<file path="src/rtl/video_wr_arbiter.sv">
// Four-channel round-robin write scheduler feeding one AXI write port.
// Issues fixed-length bursts from prefetched channel FIFOs and tracks per-channel ping-pong frame addresses.
`timescale 1ns/1ps
module video_wr_arbiter #(
  parameter int DQ_WIDTH    = 32,
  parameter int ADDR_WIDTH  = 28,
  parameter int BURST_LEN   = 16,
  parameter int FRAME_BEATS = 'd32400,
  parameter int FRAME_BYTES = 'h0100_0000,
  parameter int CH_STRIDE   = 'h0200_0000
) (
  input  logic                      clk,
  input  logic                      rst,
  input  logic [3:0]                ch_data_ready,
  input  logic [15:0]               ch_trans_id,
  input  logic [3:0]                ch_frame_start,
  input  logic [4*DQ_WIDTH*8-1:0]   ch_rd_data,
  output logic [3:0]                ch_rd_en,
  output logic [ADDR_WIDTH-1:0]     axi_awaddr,
  output logic [3:0]                axi_awid,
  output logic [7:0]                axi_awlen,
  output logic                      axi_awvalid,
  input  logic                      axi_awready,
  output logic [DQ_WIDTH*8-1:0]     axi_wdata,
  output logic                      axi_wvalid,
  output logic                      axi_wlast,
  input  logic                      axi_wready,
  input  logic                      axi_bvalid,
  output logic                      axi_bready,
  output logic [1:0]                grant,
  output logic                      busy
);

  localparam int BEAT_W = DQ_WIDTH * 8;

  typedef enum logic [1:0] {IDLE, ADDR, DATA, RESP} state_t;

  state_t                  state_reg, state_next;
  logic [1:0]              grant_reg, last_grant_reg;
  logic [ADDR_WIDTH-1:0]   awaddr_reg, awaddr_next;
  logic [3:0]              awid_reg;
  logic [7:0]              awlen_reg;
  logic [7:0]              beat_cnt_reg;
  logic                    found;
  logic [1:0]              pick, cand;
  logic                    aw_hs, w_hs, b_hs, last_beat;

  logic [15:0]             offset_w [4];
  logic [3:0]              frame_sel_w;
  logic [BEAT_W-1:0]       rd_data_w [4];
  logic [3:0]              trans_id_w [4];

  assign aw_hs     = (state_reg == ADDR) && axi_awready;
  assign w_hs      = (state_reg == DATA) && axi_wready;
  assign b_hs      = (state_reg == RESP) && axi_bvalid;
  assign last_beat = (beat_cnt_reg == 8'(BURST_LEN - 1));

  // First ready channel after the one served last
  always_comb begin
    found = 1'b0;
    pick  = 2'd0;
    cand  = 2'd0;
    for (int i = 1; i <= 4; i++) begin
      cand = last_grant_reg + 2'(i);
      if (!found && ch_data_ready[cand]) begin
        found = 1'b1;
        pick  = cand;
      end
    end
  end

  assign awaddr_next = ADDR_WIDTH'(pick) * ADDR_WIDTH'(CH_STRIDE)
                     + (frame_sel_w[pick] ? ADDR_WIDTH'(FRAME_BYTES) : '0)
                     + ADDR_WIDTH'(offset_w[pick]) * ADDR_WIDTH'(DQ_WIDTH);

  always_ff @(posedge clk or negedge rst) begin
    if (!rst) state_reg <= IDLE;
    else      state_reg <= state_next;
  end

  always_comb begin
    state_next = state_reg;
    case (state_reg)
      IDLE:    if (found)                 state_next = ADDR;
      ADDR:    if (aw_hs)                 state_next = DATA;
      DATA:    if (w_hs && last_beat)     state_next = RESP;
      RESP:    if (b_hs)                  state_next = IDLE;
      default:                            state_next = IDLE;
    endcase
  end

  always_comb begin
    axi_awvalid = (state_reg == ADDR);
    axi_wvalid  = (state_reg == DATA);
    axi_bready  = (state_reg == RESP);
    axi_wlast   = (state_reg == DATA) && last_beat;
    busy        = (state_reg != IDLE);
    axi_wdata   = '0;
    ch_rd_en    = 4'd0;
    if (state_reg == DATA) axi_wdata = rd_data_w[grant_reg];
    if (w_hs) ch_rd_en[grant_reg] = 1'b1;
  end

  always_ff @(posedge clk or negedge rst) begin
    if (!rst) begin
      grant_reg      <= 2'd0;
      last_grant_reg <= 2'd3;
      awaddr_reg     <= '0;
      awid_reg       <= 4'd0;
      awlen_reg      <= 8'd0;
      beat_cnt_reg   <= 8'd0;
    end else begin
      if (state_reg == IDLE && found) begin
        grant_reg  <= pick;
        awaddr_reg <= awaddr_next;
        awid_reg   <= trans_id_w[pick];
        awlen_reg  <= 8'(BURST_LEN - 1);
      end
      if (aw_hs)
        beat_cnt_reg <= 8'd0;
      else if (w_hs)
        beat_cnt_reg <= beat_cnt_reg + 8'd1;
      if (b_hs)
        last_grant_reg <= grant_reg;
    end
  end

  assign axi_awaddr = awaddr_reg;
  assign axi_awid   = awid_reg;
  assign axi_awlen  = awlen_reg;
  assign grant      = grant_reg;

  genvar gi;
  generate
    for (gi = 0; gi < 4; gi++) begin : g_ch
      logic [15:0] offset_reg;
      logic        frame_sel_reg;
      logic        pending_reg;
      logic        owned;
      logic [16:0] sum;

      assign rd_data_w[gi]  = ch_rd_data[gi*BEAT_W +: BEAT_W];
      assign trans_id_w[gi] = ch_trans_id[gi*4 +: 4];
      assign owned          = (state_reg != IDLE) && (grant_reg == 2'(gi));
      assign sum            = {1'b0, offset_reg} + 17'(BURST_LEN);

      // A frame start during our own burst is deferred so the burst lands where it was addressed
      always_ff @(posedge clk or negedge rst) begin
        if (!rst) begin
          offset_reg    <= 16'd0;
          frame_sel_reg <= 1'b0;
          pending_reg   <= 1'b0;
        end else if (owned && b_hs) begin
          if (pending_reg || ch_frame_start[gi]) begin
            offset_reg  <= 16'd0;
            pending_reg <= 1'b0;
            if (offset_reg != 16'd0) frame_sel_reg <= ~frame_sel_reg;
          end else if (sum >= 17'(FRAME_BEATS)) begin
            offset_reg    <= 16'd0;
            frame_sel_reg <= ~frame_sel_reg;
          end else begin
            offset_reg <= sum[15:0];
          end
        end else if (ch_frame_start[gi]) begin
          if (owned) begin
            pending_reg <= 1'b1;
          end else begin
            offset_reg <= 16'd0;
            if (offset_reg != 16'd0) frame_sel_reg <= ~frame_sel_reg;
          end
        end
      end

      assign offset_w[gi]    = offset_reg;
      assign frame_sel_w[gi] = frame_sel_reg;
    end
  endgenerate

endmodule

</file>
<file path="config.mk">
export PLATFORM = sky130hd
export DESIGN_NAME = video_wr_arbiter
export DESIGN_NICKNAME = d
export VERILOG_FILES = /design/src/rtl/video_wr_arbiter.sv
export SDC_FILE = /design/constraint.sdc
export NUM_CORES = 1
export LEC_CHECK = 0
export BUFFER_PORTS_ARGS = -buffer_cell sky130_fd_sc_hd__buf_4
export CAP_MARGIN = 20
export CORE_AREA = 2 2 531 533
export CTS_CLUSTER_SIZE = 30
export DETAILED_ROUTE_END_ITERATION = 16
export DIE_AREA = 0 0 533 535
export HOLD_SLACK_MARGIN = 0.03
export PLACE_DENSITY = 0.3
export SETUP_SLACK_MARGIN = 0.3
export SYNTH_ARGS = -nofsm -noshare
export SYNTH_HDL_FRONTEND = slang
export SYNTH_SLANG_ARGS = --single-unit
</file>
<file path="constraint.sdc">
create_clock -name clk -period 3.4 [get_ports clk]
set_input_delay 1.02 -clock clk [delete_from_list [all_inputs] [get_ports clk]]
set_output_delay 1.02 -clock clk [all_outputs]
set_load 0.1 [all_outputs]
</file>
==> metrics.csv <==
metric,value,unit
status,finished with violations,
failed_checks,setup timing,
via_per_inst,3.07,
regToRegSetupSlack,0.41,ns
worstReg2RegEnd,g_ch[2].frame_sel_reg,
final_net_count,3808,
cts_root_buf,sky130_fd_sc_hd__clkbuf_16,
std_cell_rows,194,
fin_skew,0.00591,ns
worstSetupPathType,flop to output pin,
multi_input_area,0.0119,mm²
maxCapViolations,0,
postSynth.topFlopCell,sky130_fd_sc_hd__dfrtp_1,
pin_count_of_the_biggest_net_entering_global_routing,47,
slew_headroom,0.491,
grt.total_usage,0.176,
placeableCoreArea,0.279,mm²
post-route-drc-count,0,
worst-endpoint-arrival,2.40,ns
clock_insertion_delay_worst_skew,0.38,ns
placedInstanceArea,0.0298,mm²
ant_nets,0,
synth.distinct_cells,77,
holdPathStages,1,
postSynth.asyncResetShare,1.00,
number_of_fill_cells,31800,
hold_end,g_ch[2].frame_sel_reg,
hpwlAfterDp,239000,µm
dp_cells,6374,
post_synth_inst_count,1363,
seq_area_frac_synth,0.155,
postCtsHoldBufs,0,
die-height,535,µm
timing.final.hold_violations,0,
final_design_area_no_fill,0.0356,mm²
worstPathRequired,2.38,ns
reg2reg_depth,14,
layout-area-overhead-vs-synth,150,%
synth.avg_cell_area,10.4,µm²
tritoncts_num_sinks,88,
powerDensity,883,mW/mm²
firstDrtPassIters,5,
globalplace.congestion,0.979,
route.detailed.wl_per_inst,39.6,µm
hold_path.startpoint,g_ch[2].frame_sel_reg,
routed-via-count,20200,
grt_antenna_before_repair,352,
irDropWorstVdd,0.000558,V
final.setup.worst_slack,-0.0198,ns
final_period_minus_worst_setup_slack,3.42,ns
cts_tree,done,
initialDrtViolationCount,1439,
cp_cell_sequence,buf_12 > buf_12 > buf_16 > buf_16 > mux4_2 > and2_4 > buf_12,
synth_seq_cells,88,
cp-start-kind,flop,
routed_wl,261000,µm
cts_htree_levels,3,
syn_area,0.0142,mm²
grt_first_pass_wirelength,306000,µm
min-delay-path-class,flop to flop,
die_x,533,µm
cts-buffers-inserted,9,
cp_top_family,buffers and inverters,
clkTransAtPathRegs,0.07,ns
final_layout_size_suffix_gt1_frac,0.764,
report.power.total,31.4,mW
critical_path_buf_inv_count,5,
yosysWarnings,0,
setup.worst_path.end_class,output pin,
worst_path_most_repeated_cell,sky130_fd_sc_hd__buf_12,
grt_overflow,0,
setup-violations-final,8,
largest_reg_flops,48,
unrepaired_setup_endpoints_after_global_routing,true,
crit_path_max_incr_delay,0.58,ns
numPortBuffers,1342,
io-pin-count,1360,
slew_viols_final,0,
reg2reg_from,grant[0],
grt_pass1_vias,19900,
dieArea,0.285,mm²
cellLeakagePower,14.2,nW
clockBufferDepth,2,
final-seq-area,0.00221,mm²
min_period_over_period,1.01,
initial_utilization,0.0509,
holdWs,0.481,ns
highest_clock_frequency_the_design_can_meet,292,MHz
final_cell_count_no_fill,6589,
worst_path_max_delay_cell,sky130_fd_sc_hd__mux4_2,
transition_time_at_the_pin_with_the_least_slew_margin,0.762,ns
synth-edff-count,0,
critical_path.max_fanout,7,
==> metal layers <==
metal  global-route usage  vias to the layer above  share of wire
li1                     -                     8183              -
met1                0.183                     9826           0.35
met2                0.286                     1494           0.46
met3                0.124                      568           0.16
met4               0.0390                      148          0.025
met5               0.0110                        -         0.0037
==> cell usage in the layout, fill, tap and decap left out, drive strengths merged, types with 9 or more instances in the layout <==
cell type and instances:
a21oi 20, and2 273, and3 9, buf 1518
clkbuf 11, conb 17, dfrtp 86, diode 118
ha 13, inv 28, mux2 17, mux2i 41
mux4 256, nand2 100, nand2b 10, nand3 30
nand4 18, nor2 46, nor3 20, nor4 16
o211ai 17, o21ai 45, or3 10
==> Yosys cell counts, types with 9 or more instances <==
library cell               count  area [µm²]
sky130_fd_sc_hd__nand4_1      17         106
sky130_fd_sc_hd__a21oi_1      20         100
sky130_fd_sc_hd__buf_4        28         210
sky130_fd_sc_hd__clkbuf_1     69         259
sky130_fd_sc_hd__mux2_2       17         191
sky130_fd_sc_hd__nor4_1       16         100
sky130_fd_sc_hd__nor2_1       46         173
sky130_fd_sc_hd__ha_1         13         163
sky130_fd_sc_hd__nand2b_1     10        62.6
sky130_fd_sc_hd__nor3_1       20         100
sky130_fd_sc_hd__o211ai_1     17         128
sky130_fd_sc_hd__mux4_2      256        5770
sky130_fd_sc_hd__o21ai_0      42         210
sky130_fd_sc_hd__or3_1        10        62.6
sky130_fd_sc_hd__nand3_1      29         145
sky130_fd_sc_hd__inv_1        28         105
sky130_fd_sc_hd__and2_1      273        1710
sky130_fd_sc_hd__and3_1        9        56.3
sky130_fd_sc_hd__dfrtp_1      86        2150
sky130_fd_sc_hd__buf_1        16        60.1
sky130_fd_sc_hd__buf_2        53         265
sky130_fd_sc_hd__mux2i_1      41         410
sky130_fd_sc_hd__nand2_1     100         375
==> per-stage QoR <==
step	setup TNS [ns]	worst slack [ns]	utilization
after floorplan	0	0.200	-
after global placement	0	0.159	0.107
after detailed placement	0	0.151	0.107
after CTS	-3.08	-0.102	0.123
after global routing	-4.31	-0.121	0.127
final	-0.0733	-0.0198	0.127
==> final cells by class <==
type                    count  area share
repair buffers           1522       0.452
multi-input cells        1093       0.335
well taps                3724       0.131
flip-flops and latches     88      0.0622
diodes                    118     0.00831
clock buffers              10     0.00644
inverters                  28     0.00296
clock inverters             6     0.00236
==> power breakdown <==
group / internal [mW] / switching, mW
sequential: 1.19 / 0.120
clock: 0.642 / 0.486
combinational: 12.2 / 16.7
==> kinds of logic after synthesis <==
kind of cell,share of synthesized area
compound gates,0.0868
xor+xnor,0.00679
fa+ha+maj,0.0115
buf+inv,0.0648
flops,0.155
mux,0.449
other cells,0.000264
simple gates,0.226
==> what timing repair did <==
item                       4_1_cts  5_1_grt
gates resized for setup        752      207
setup endpoints to repair      262      267
pin swaps                       66       76
buffers inserted                46       12
gates cloned                    22        1
==> worst max-delay path by stage <==
stage | slack (ns) | depth (start not counted) | end | startpoint
2_1_floorplan | 0.20 | 5 | ch_rd_en[0] | state_reg[0]
6_report | -0.02 | 7 | axi_wdata[213] | grant[0]
4_1_cts | -0.10 | 7 | axi_wdata[174] | grant[0]
3_5_place_dp | 0.15 | 5 | axi_wdata[67] | grant[0]
5_1_grt | -0.12 | 7 | axi_wdata[174] | grant[0]
3_3_place_gp | 0.16 | 4 | axi_wdata[113] | ch_rd_data[881]
No activity file was read; power rests on OpenSTA's default activity.
